`config.mk`:
```
export PLATFORM = sky130hd
export DESIGN_NAME = cnt_tracker_flat
export DESIGN_NICKNAME = d
export VERILOG_FILES = /design/src/rtl/cnt_tracker_if.sv /design/src/rtl/cnt_tracker.sv /design/src/flat_wrapper.sv
export SDC_FILE = /design/constraint.sdc
export NUM_CORES = 1
export LEC_CHECK = 0
export BUFFER_PORTS_ARGS = -buffer_cell sky130_fd_sc_hd__buf_2
export CAP_MARGIN = 0
export CORE_MARGIN = 2
export CORE_UTILIZATION = 30
export DETAILED_ROUTE_END_ITERATION = 8
export GPL_ROUTABILITY_DRIVEN = 0
export PLACE_DENSITY = 0.47
export SETUP_SLACK_MARGIN = 0.2
export SLEW_MARGIN = 20
export SYNTH_ARGS = -nofsm -noshare
export SYNTH_HDL_FRONTEND = slang
export SYNTH_SLANG_ARGS = --single-unit
```
`constraint.sdc`:
```
create_clock -name clk -period 5.3 [get_ports clk]
set_input_delay 1.06 -clock clk [delete_from_list [all_inputs] [get_ports clk]]
set_output_delay 1.06 -clock clk [all_outputs]
set_load 0.02 [all_outputs]
```
`src/rtl/cnt_tracker_if.sv`:
```
// Bus between an up/down counter's consumer side and the cnt_tracker observer.
// The master drives samples and reads back the recovered direction and statistics.
interface cnt_tracker_if #(
   parameter int unsigned WIDTH  = 32,
   parameter int unsigned STAT_W = 16
);
   logic [WIDTH-1:0]  cnt_in;
   logic              cnt_vld;
   logic              dir;
   logic              dir_vld;
   logic              step_err;
   logic [STAT_W-1:0] err_cnt;
   logic [STAT_W-1:0] turn_cnt;

   modport master (
      output cnt_in, cnt_vld,
      input  dir, dir_vld, step_err, err_cnt, turn_cnt
   );

   modport slave (
      input  cnt_in, cnt_vld,
      output dir, dir_vld, step_err, err_cnt, turn_cnt
   );
endinterface

```
`src/rtl/cnt_tracker.sv`:
```
// Observes an up/down counter's output stream, recovers its count direction,
// flags illegal steps and keeps saturating error and reversal statistics.
module cnt_tracker #(
   parameter int unsigned WIDTH  = 32,
   parameter int unsigned STAT_W = 16
) (
   input  logic           clk,
   input  logic           rst,
   cnt_tracker_if.slave   bus_if
);

   typedef enum logic [1:0] {ST_IDLE, ST_ARM, ST_LOCK} state_e;
   typedef enum logic [1:0] {STEP_HOLD, STEP_UP, STEP_DOWN, STEP_BAD} step_e;

   localparam logic [STAT_W-1:0] STAT_MAX = '1;
   localparam logic [WIDTH-1:0]  DIFF_UP  = WIDTH'(1);
   localparam logic [WIDTH-1:0]  DIFF_DN  = '1;

   state_e            state_q;
   logic [WIDTH-1:0]  prev_q;
   logic              dir_q;
   logic              dir_vld_q;
   logic              step_err_q;
   logic [STAT_W-1:0] err_cnt_q;
   logic [STAT_W-1:0] turn_cnt_q;

   logic [STAT_W-1:0] err_cnt_d;
   logic [STAT_W-1:0] turn_cnt_d;
   logic [WIDTH-1:0]  diff;
   step_e             step;

   // Modulo difference makes wrap-around steps classify as ordinary UP/DOWN.
   always_comb begin
      diff = bus_if.cnt_in - prev_q;
      step = STEP_BAD;
      if (diff == '0)
         step = STEP_HOLD;
      else if (diff == DIFF_UP)
         step = STEP_UP;
      else if (diff == DIFF_DN)
         step = STEP_DOWN;

      err_cnt_d  = (err_cnt_q  == STAT_MAX) ? err_cnt_q  : err_cnt_q  + STAT_W'(1);
      turn_cnt_d = (turn_cnt_q == STAT_MAX) ? turn_cnt_q : turn_cnt_q + STAT_W'(1);
   end

   always_ff @(posedge clk or posedge rst) begin
      if (rst) begin
         state_q    <= ST_IDLE;
         prev_q     <= '0;
         dir_q      <= 1'b0;
         dir_vld_q  <= 1'b0;
         step_err_q <= 1'b0;
         err_cnt_q  <= '0;
         turn_cnt_q <= '0;
      end else begin
         step_err_q <= 1'b0;
         if (bus_if.cnt_vld) begin
            prev_q <= bus_if.cnt_in;
            unique case (state_q)
               ST_IDLE: state_q <= ST_ARM;
               ST_ARM: begin
                  unique case (step)
                     STEP_UP: begin
                        state_q   <= ST_LOCK;
                        dir_vld_q <= 1'b1;
                        dir_q     <= 1'b1;
                     end
                     STEP_DOWN: begin
                        state_q   <= ST_LOCK;
                        dir_vld_q <= 1'b1;
                        dir_q     <= 1'b0;
                     end
                     STEP_BAD: begin
                        step_err_q <= 1'b1;
                        err_cnt_q  <= err_cnt_d;
                     end
                     default: ;
                  endcase
               end
               ST_LOCK: begin
                  unique case (step)
                     STEP_UP: if (!dir_q) begin
                        dir_q      <= 1'b1;
                        turn_cnt_q <= turn_cnt_d;
                     end
                     STEP_DOWN: if (dir_q) begin
                        dir_q      <= 1'b0;
                        turn_cnt_q <= turn_cnt_d;
                     end
                     // Losing lock keeps the last direction for debug visibility.
                     STEP_BAD: begin
                        state_q    <= ST_ARM;
                        dir_vld_q  <= 1'b0;
                        step_err_q <= 1'b1;
                        err_cnt_q  <= err_cnt_d;
                     end
                     default: ;
                  endcase
               end
               default: begin
                  state_q   <= ST_IDLE;
                  dir_vld_q <= 1'b0;
               end
            endcase
         end
      end
   end

   assign bus_if.dir      = dir_q;
   assign bus_if.dir_vld  = dir_vld_q;
   assign bus_if.step_err = step_err_q;
   assign bus_if.err_cnt  = err_cnt_q;
   assign bus_if.turn_cnt = turn_cnt_q;

endmodule
```
`src/flat_wrapper.sv`:
```
// flat-port wrapper written by rule: the top's interface ports become plain ports
module cnt_tracker_flat 
#(
   parameter int unsigned WIDTH  = 32,
   parameter int unsigned STAT_W = 16
)
  (clk, rst, bus_if_cnt_in, bus_if_cnt_vld, bus_if_dir, bus_if_dir_vld, bus_if_step_err, bus_if_err_cnt, bus_if_turn_cnt);
  cnt_tracker_if #(.WIDTH(WIDTH), .STAT_W(STAT_W)) bus_if_i ();
  input  logic clk;
  input  logic rst;
  input wire logic [$bits(bus_if_i.cnt_in)-1:0] bus_if_cnt_in;
  input wire logic [$bits(bus_if_i.cnt_vld)-1:0] bus_if_cnt_vld;
  output wire logic [$bits(bus_if_i.dir)-1:0] bus_if_dir;
  output wire logic [$bits(bus_if_i.dir_vld)-1:0] bus_if_dir_vld;
  output wire logic [$bits(bus_if_i.step_err)-1:0] bus_if_step_err;
  output wire logic [$bits(bus_if_i.err_cnt)-1:0] bus_if_err_cnt;
  output wire logic [$bits(bus_if_i.turn_cnt)-1:0] bus_if_turn_cnt;
  assign bus_if_i.cnt_in = bus_if_cnt_in;
  assign bus_if_i.cnt_vld = bus_if_cnt_vld;
  assign bus_if_dir = bus_if_i.dir;
  assign bus_if_dir_vld = bus_if_i.dir_vld;
  assign bus_if_step_err = bus_if_i.step_err;
  assign bus_if_err_cnt = bus_if_i.err_cnt;
  assign bus_if_turn_cnt = bus_if_i.turn_cnt;
  cnt_tracker #(.WIDTH(WIDTH), .STAT_W(STAT_W)) u_core (.clk(clk), .rst(rst), .bus_if(bus_if_i));
endmodule
```
## Word-level counts from Yosys, hierarchy flattened

Index checks and enable logic that the tools add are counted.

| storage, ports and cells | value |
|---|---|
| input port bits | 35 |
| logic and storage cells | 52 |
| bits in registers | 69 |

| cells by class | value |
|---|---|
| bitwise gates (word level) | 2 |
| reduce and logical (&&, ||, !) cells | 10 |
| eq/ne operators | 13 |
| multiplexer cells | 17 |
| add/subtract/negate cells | 3 |

Operators by type and width:

| cell | number |
|---|---|
| 16-bit two-way mux | 3 |
| 16-bit by 1-bit adder with 16-bit output, second input constant | 2 |
| 16-bit equality test, second input constant | 2 |
| 32-bit by 1-bit equality test with 1-bit output, second input constant | 1 |
| 32-bit equality test, second input constant | 1 |
| 32-bit logical NOT | 1 |
| 16-bit one-hot mux with 2 select lines | 1 |
| 32-bit subtractor | 1 |
| 2-bit two-way mux | 4 |
| 4-bit AND reduction | 2 |
| 2-bit equality test, second input constant | 3 |
| 1-bit two-way mux | 6 |
| 2-bit inequality test, second input constant | 3 |
| 2-bit one-hot mux with 3 select lines | 1 |
| 3-bit AND reduction | 2 |
| 5-bit AND reduction | 1 |
| 2-bit by 1-bit equality test with 1-bit output, second input constant | 2 |
| 2-bit OR reduction | 2 |
| 1-bit one-hot mux with 3 select lines | 1 |
| 2-bit logical NOT | 1 |
| 2-bit by 1-bit inequality test with 1-bit output, second input constant | 1 |
| 1-bit NOT | 2 |
| 1-bit one-hot mux with 2 select lines | 1 |
| 2-bit nonzero test | 1 |

## Depth between registers and ports, before layout

| depth | value |
|---|---|
| depth after elaboration | 9 |
| depth in mapped cells | 24 |
| depth with buffers taken out | 24 |

## Worst setup path after synthesis

Ideal clock, no wire load.

| path | value |
|---|---|
| kind | in2reg |
| start | input bus_if_cnt_in[0] |
| end | register u_core.turn_cnt_q[13] (netlist: u_core.bus_if.turn_cnt[13]) |
| library setup time | 80 ps |
| path slack | -1,000 ps |
| data required time | 5,220 ps |
| buffers on the path | 0 |
| stages | 22 |
| arrival time | 6,221 ps |
| path through | inv_1 > ha_1 > fa_1 > nand2b_1 > a21oi_4 > o211ai_1 > nand3b_1 > xor2_1 > or3b_1 > nand4b_1 > or4_1 > or4_1 > or4_4 > mux2_4 > ha_1 > nor2_1 > a21oi_1 > nor3_1 > nand4_1 > or2_2 > nor2_1 > xor2_1 |

| between the ends | value |
|---|---|
| cells in the longest elaborated chain, start to end | 8 |
| elaborated cells on any way between the ends | 14 |
| classes of those cells | 1 x add/sub; 6 x eq/ne; 4 x mux; 3 x reduce/logical |

Ends and longest elaborated chain:

| element | line | text |
|---|---|---|
| start: declaration | flat_wrapper.sv:11 | `input wire logic [$bits(bus_if_i.cnt_in)-1:0] bus_if_cnt_in;` |
| 32-bit subtractor (*) | cnt_tracker.sv:34 | `diff = bus_if.cnt_in - prev_q;` |
| 32-bit equality test | cnt_tracker.sv:40 | `else if (diff == DIFF_DN)` |
| 1-bit two-way mux | cnt_tracker.sv:40 |  |
| 2-bit two-way mux | cnt_tracker.sv:38 | `else if (diff == DIFF_UP)` |
| 2-bit two-way mux (*) | cnt_tracker.sv:36 | `if (diff == '0)` |
| 2-bit equality test / 2-bit by 1-bit equality test with 1-bit output (equally long branches) | cnt_tracker.sv:82 | `unique case (step)` |
| 2-bit by 1-bit inequality test with 1-bit output (no line), or another cell as far along | n/a |  |
| 5-bit AND reduction (no line) | n/a |  |
| end signal: assignment | cnt_tracker.sv:85 | `turn_cnt_q <= turn_cnt_d;` |
| end signal: assignment | cnt_tracker.sv:89 | `turn_cnt_q <= turn_cnt_d;` |
| end: declaration | cnt_tracker.sv:25 | `logic [STAT_W-1:0] turn_cnt_q;` |

Mark *: on every way between the ends. The rest lies on a longest branch, timed or not.
A chain may end at the register's enable or synchronous reset.

## Worst setup path in the final report

| path | value |
|---|---|
| start | input bus_if_cnt_in[0] |
| end | register u_core.err_cnt_q[9] (netlist: u_core.bus_if.err_cnt[9]) |

| between the ends | value |
|---|---|
| cells in the longest elaborated chain, start to end | 7 |
| elaborated cells on any way between the ends | 9 |
| classes of those cells | 1 x add/sub; 3 x eq/ne; 3 x mux; 2 x reduce/logical |

Ends and longest elaborated chain:

| element | line | text |
|---|---|---|
| 32-bit subtractor (*) | cnt_tracker.sv:34 |  |
| 32-bit equality test | cnt_tracker.sv:40 |  |
| 1-bit two-way mux | cnt_tracker.sv:40 |  |
| 2-bit two-way mux | cnt_tracker.sv:38 |  |
| 2-bit two-way mux (*) | cnt_tracker.sv:36 |  |
| 2-bit equality test (*) | cnt_tracker.sv:63, cnt_tracker.sv:82 |  |
| 4-bit AND reduction (no line) (*) | n/a |  |
| end signal: assignment | cnt_tracker.sv:76 | `err_cnt_q <= err_cnt_d;` |
| end signal: assignment | cnt_tracker.sv:96 | `err_cnt_q <= err_cnt_d;` |
| end: declaration | cnt_tracker.sv:24 | `logic [STAT_W-1:0] err_cnt_q;` |

Marks and branches as above.

==> results.txt <==
The net total in the final layout was 853. The relative area change from synthesis to final layout was 48.0%; the TritonCTS sink count was 69. Across all register-to-register paths, the minimum setup slack is 0.11 ns.

The logs give 9 for the number of buffers inserted during clock tree synthesis and 17300 sq um for the floorplan die area. The logs give 41.2% for the combinational fraction of design power and 45.5% for the final design utilization. The total global routing overflow is 0.

The number of standard cells in the layout, taps in and fillers out was 997. The worst setup path is launched from a primary input. After synthesis, flip-flops and latches occupy 35.3% of the total area. The later pin in the worst-skew pair is clocked with a latency of 0.34 ns.

The most used flip-flop cell after synthesis was sky130_fd_sc_hd__dfrtp_1. Of the total power, the share spent switching nets is 32.8%. For the area of the mapped netlist, the log shows 4890 sq um.

TritonCTS built the clock tree. The highest net fanout along the worst path was 4. The overall routed net length was 12600 microns.

Once detail routing completed, the nets flagged for antenna violations numbered 0. Summing all placed instances gives a cell area of 6370 sq um. The final reports fail on setup timing. The number of filler cells placed in the layout is 1638, and the number of hold buffers added after cts is 0. Summing the areas of all xor and xnor instances in the mapped netlist gives 9.86% of the synthesized area. The tools report the area of combinational cells with multiple inputs as 3330 sq um. Synthesis inferred 69 register bits. The first global-routing pass estimated 21600 microns of wire. The leakage power of the design is 0.00359 uW.

For the worst setup path, the data required time is 5.52 ns. Input and output buffers added on the ports amount to 69. The total power density per cell area came out at 300 nW/um^2. Clock skew on the completed layout was measured at 0.00938 ns. Pin placement for this block handled 70 I/O pins. The logs give 9680 microns for the placed wire-length estimate after detailed placement and 179 MHz for the fmax.

The final critical path takes up 105% of the cycle. In the layout the commonest cells are 116 x sky130_fd_sc_hd__buf_4, 75 x sky130_fd_sc_hd__nand2_1, 69 x sky130_fd_sc_hd__dfrtp_1, 68 x sky130_fd_sc_hd__buf_2, 45 x sky130_fd_sc_hd__inv_1. The die height was 132 microns; the number of buffers on the longest clock path was 2. Summing the areas of all compound-gate instances in the mapped netlist gives 16.0% of the synthesized area.

The number of global-route vias before repair is 4763, and the largest voltage drop on the vdd net is 0.000157 V. Across the run, the number of max-cap violations was 0. The logs give 46 for the number of placement rows and 30.0% for the clock network power share. Of the total synthesized cell area, the portion taken by full adders, half adders and majority gates is 10.7%.

The post-synthesis share of cell area spent on and, or, nand and nor gates was 21.0%; the mux contribution to synthesized area was 2.28%. The logs give 48.8% for the worst relative slew slack and 7230 sq um for the finished layout cell area. The clock-pin slew of the registers on the worst-case setup and hold paths was 0.06 ns; the max-slew violation count was 0. For the final routed database, the setup TNS stands at -4.18 ns. Detailed routing inserted a total of 4667 vias. For the pin with the worst max-slew slack, the measured transition is 0.768 ns. The run gives 712 uW as the power dissipated by switching net loads. The first-pass iteration count of the detailed router came out at 4. After synthesis, the share of flip-flops with an asynchronous set or reset is 100%.

The run gives 15.0% as the global routing usage summed across all routing layers. The flow ran to the end, but the final reports show violations. STA classifies the critical path endpoint as a register.

The number of enable-type register cells in the synthesized netlist was 0. The tools report the cell at the root of the clock tree as sky130_fd_sc_hd__clkbuf_16. The standard cell core area was 15900 sq um. In this run the worst hold path is classified as reg2reg.

The effective utilization at floorplan was 30.8%. 0 antenna diodes ended up in the layout. The design draws 2170 uW. The total number of H-tree levels came out at 3.

For the least setup slack across all paths after layout, the log shows -0.286 ns. After synthesis, the netlist uses 60 different library cells. The die is 132 microns wide. Entering global routing, the biggest net connects 38 pins. Critical path class: in2reg.

The remaining design rule violation count is 0, and the number of nets in the synthesized netlist is 654. The number of vias per cell after detailed routing came out at 4.68. The combinational family with the most area after synthesis was simple AND/OR/NAND/NOR gates. In the final layout, the share of cells above drive strength 1 is 38.0%. In this run, the number of DRC markers left after iteration 0 of detailed routing was 124. The run gives 5.81 ns as the worst endpoint data arrival time. The tools report the count of placed standard cells including taps as 959.

The Yosys step of the flow raised 0 warnings. The internal power of the cells totals 1460 uW. Setup repair after global routing could not meet its margin everywhere.

The initial antenna violation count came out at 0. A synthesized cell averages 8.46 sq um. After detailed routing, the average wire length per cell comes to 12.6 microns. The worst path needs 5.59 ns of the cycle, external delays included. The sequential cells in the finished layout cover a total of 1730 sq um. For the share of total power in sequential cells, the log shows 28.9%. Most frequent standard cell in the layout excluding fill and tap cells: sky130_fd_sc_hd__buf_4. The synthesized netlist cell count was 578.

The final-report hold violation count was 0; the final setup violation count was 26.
## kinds of logic after synthesis
kind of cell | after synthesis
mux | 10
buf+inv | 60
xor+xnor | 55
fa+ha+maj | 41
compound gates | 128
flops | 69
simple gates | 215
## metrics by stage
step                      hold WS (ns)  setup WS, ns
after floorplan                  0.494        -0.507
after global placement           0.472        -0.776
after detailed placement         0.474        -0.861
after CTS                        0.482        -0.352
after global routing             0.504        -0.548
final                            0.480        -0.286
## power by group through the flow
stage	sequential [uW]	clock (uW)	combinational, uW
6_report	627	650	893
5_1_grt	635	693	992
4_1_cts	626	672	821
3_5_place_dp	632	0	748
3_3_place_gp	630	0	738
2_1_floorplan	655	0	430
## cell usage after synthesis, drive strengths merged, types with 2 or more instances
cell,instances,share of area [%]
or3,3,0.38
nor2b,4,0.51
o221ai,2,0.36
nand3,15,1.5
a31o,2,0.36
ha,40,10
o21bai,2,0.31
or4,3,0.54
xnor2,29,5.2
o22ai,2,0.26
mux2i,4,0.82
o31ai,3,0.46
a21o,7,1.1
nor3,15,1.5
and3,13,1.7
nor3b,3,0.56
a31oi,3,0.38
nand4,10,1.3
a211oi,3,0.46
or2,3,0.38
o211ai,8,1.2
xor2,26,4.7
inv,48,3.7
a21oi,34,3.8
nor2,41,3.1
nand2b,9,1.2
and2,2,0.26
mux2,6,1.5
nand2,85,6.6
clkbuf,7,0.54
buf,5,0.67
nor4,3,0.38
o21a,4,0.61
o21ai,49,5.0
dfrtp,69,35
nand3b,2,0.31
## worst paths after layout
path,start,to,cells after the start
setup / recovery,bus_if_cnt_in[0],u_core.bus_if.err_cnt[9],27
hold / removal,u_core.bus_if.turn_cnt[7],u_core.bus_if.turn_cnt[7],1
setup reg to reg,u_core.prev_q[0],u_core.bus_if.err_cnt[9],25
hold reg to reg,u_core.bus_if.turn_cnt[7],u_core.bus_if.turn_cnt[7],1
max in group asynchronous,rst,u_core.prev_q[0],3
min in group asynchronous,rst,u_core.bus_if.err_cnt[11],2
## final cells by class
| class | instances | area share [%] |
|---|---|---|
| multi-input cells | 449 | 46.0 |
| flip-flops and latches | 69 | 23.9 |
| repair buffers | 200 | 19.4 |
| well taps | 216 | 3.74 |
| clock buffers | 11 | 3.36 |
| inverters | 48 | 2.70 |
| clock inverters | 4 | 1.00 |
## flip-flops by register name, indices dropped and copies added, names as in the netlist
name,cells
u_core.bus_if.turn_cnt,16
u_core.prev_q,32
u_core.bus_if.dir_vld,1
u_core.bus_if.dir,1
u_core.bus_if.step_err,1
u_core.state_q,2
u_core.bus_if.err_cnt,16
## critical path, stage by stage
cell and delay, ns:
sky130_fd_sc_hd__buf_12 0.09, sky130_fd_sc_hd__inv_12 0.03, sky130_fd_sc_hd__ha_4 0.14, sky130_fd_sc_hd__fa_2 0.33, sky130_fd_sc_hd__nand2b_4 0.16, sky130_fd_sc_hd__a21oi_4 0.19, sky130_fd_sc_hd__o211ai_1 0.10, sky130_fd_sc_hd__nand3b_1 0.16
sky130_fd_sc_hd__buf_4 0.13, sky130_fd_sc_hd__buf_4 0.09, sky130_fd_sc_hd__and3_2 0.17, sky130_fd_sc_hd__o31a_1 0.14, sky130_fd_sc_hd__nand3_1 0.08, sky130_fd_sc_hd__or4_4 0.48, sky130_fd_sc_hd__or4_4 0.48, sky130_fd_sc_hd__or4_4 0.43
sky130_fd_sc_hd__mux2_4 0.31, sky130_fd_sc_hd__ha_4 0.16, sky130_fd_sc_hd__and3_4 0.17, sky130_fd_sc_hd__o41ai_4 0.05, sky130_fd_sc_hd__inv_1 0.09, sky130_fd_sc_hd__and3_4 0.16, sky130_fd_sc_hd__and3_4 0.19, sky130_fd_sc_hd__nand2b_4 0.08
sky130_fd_sc_hd__inv_4 0.03, sky130_fd_sc_hd__and2_4 0.14, sky130_fd_sc_hd__xor2_1 0.13
## repair_timing
item | in CTS | in global routing
gates resized for setup | 38 | 52
pin swaps | 24 | 26
setup buffers | 10 | 13
setup endpoints to repair | 35 | 36
## layer usage
metal | GRT usage [%] | share of wire (%)
met4 | 5.37 | 1.7
met3 | 3.16 | 3.3
met1 | 17.9 | 44
met5 | 0 | 0
met2 | 26.5 | 51
Note: power is estimated with default switching activity, not from simulation.
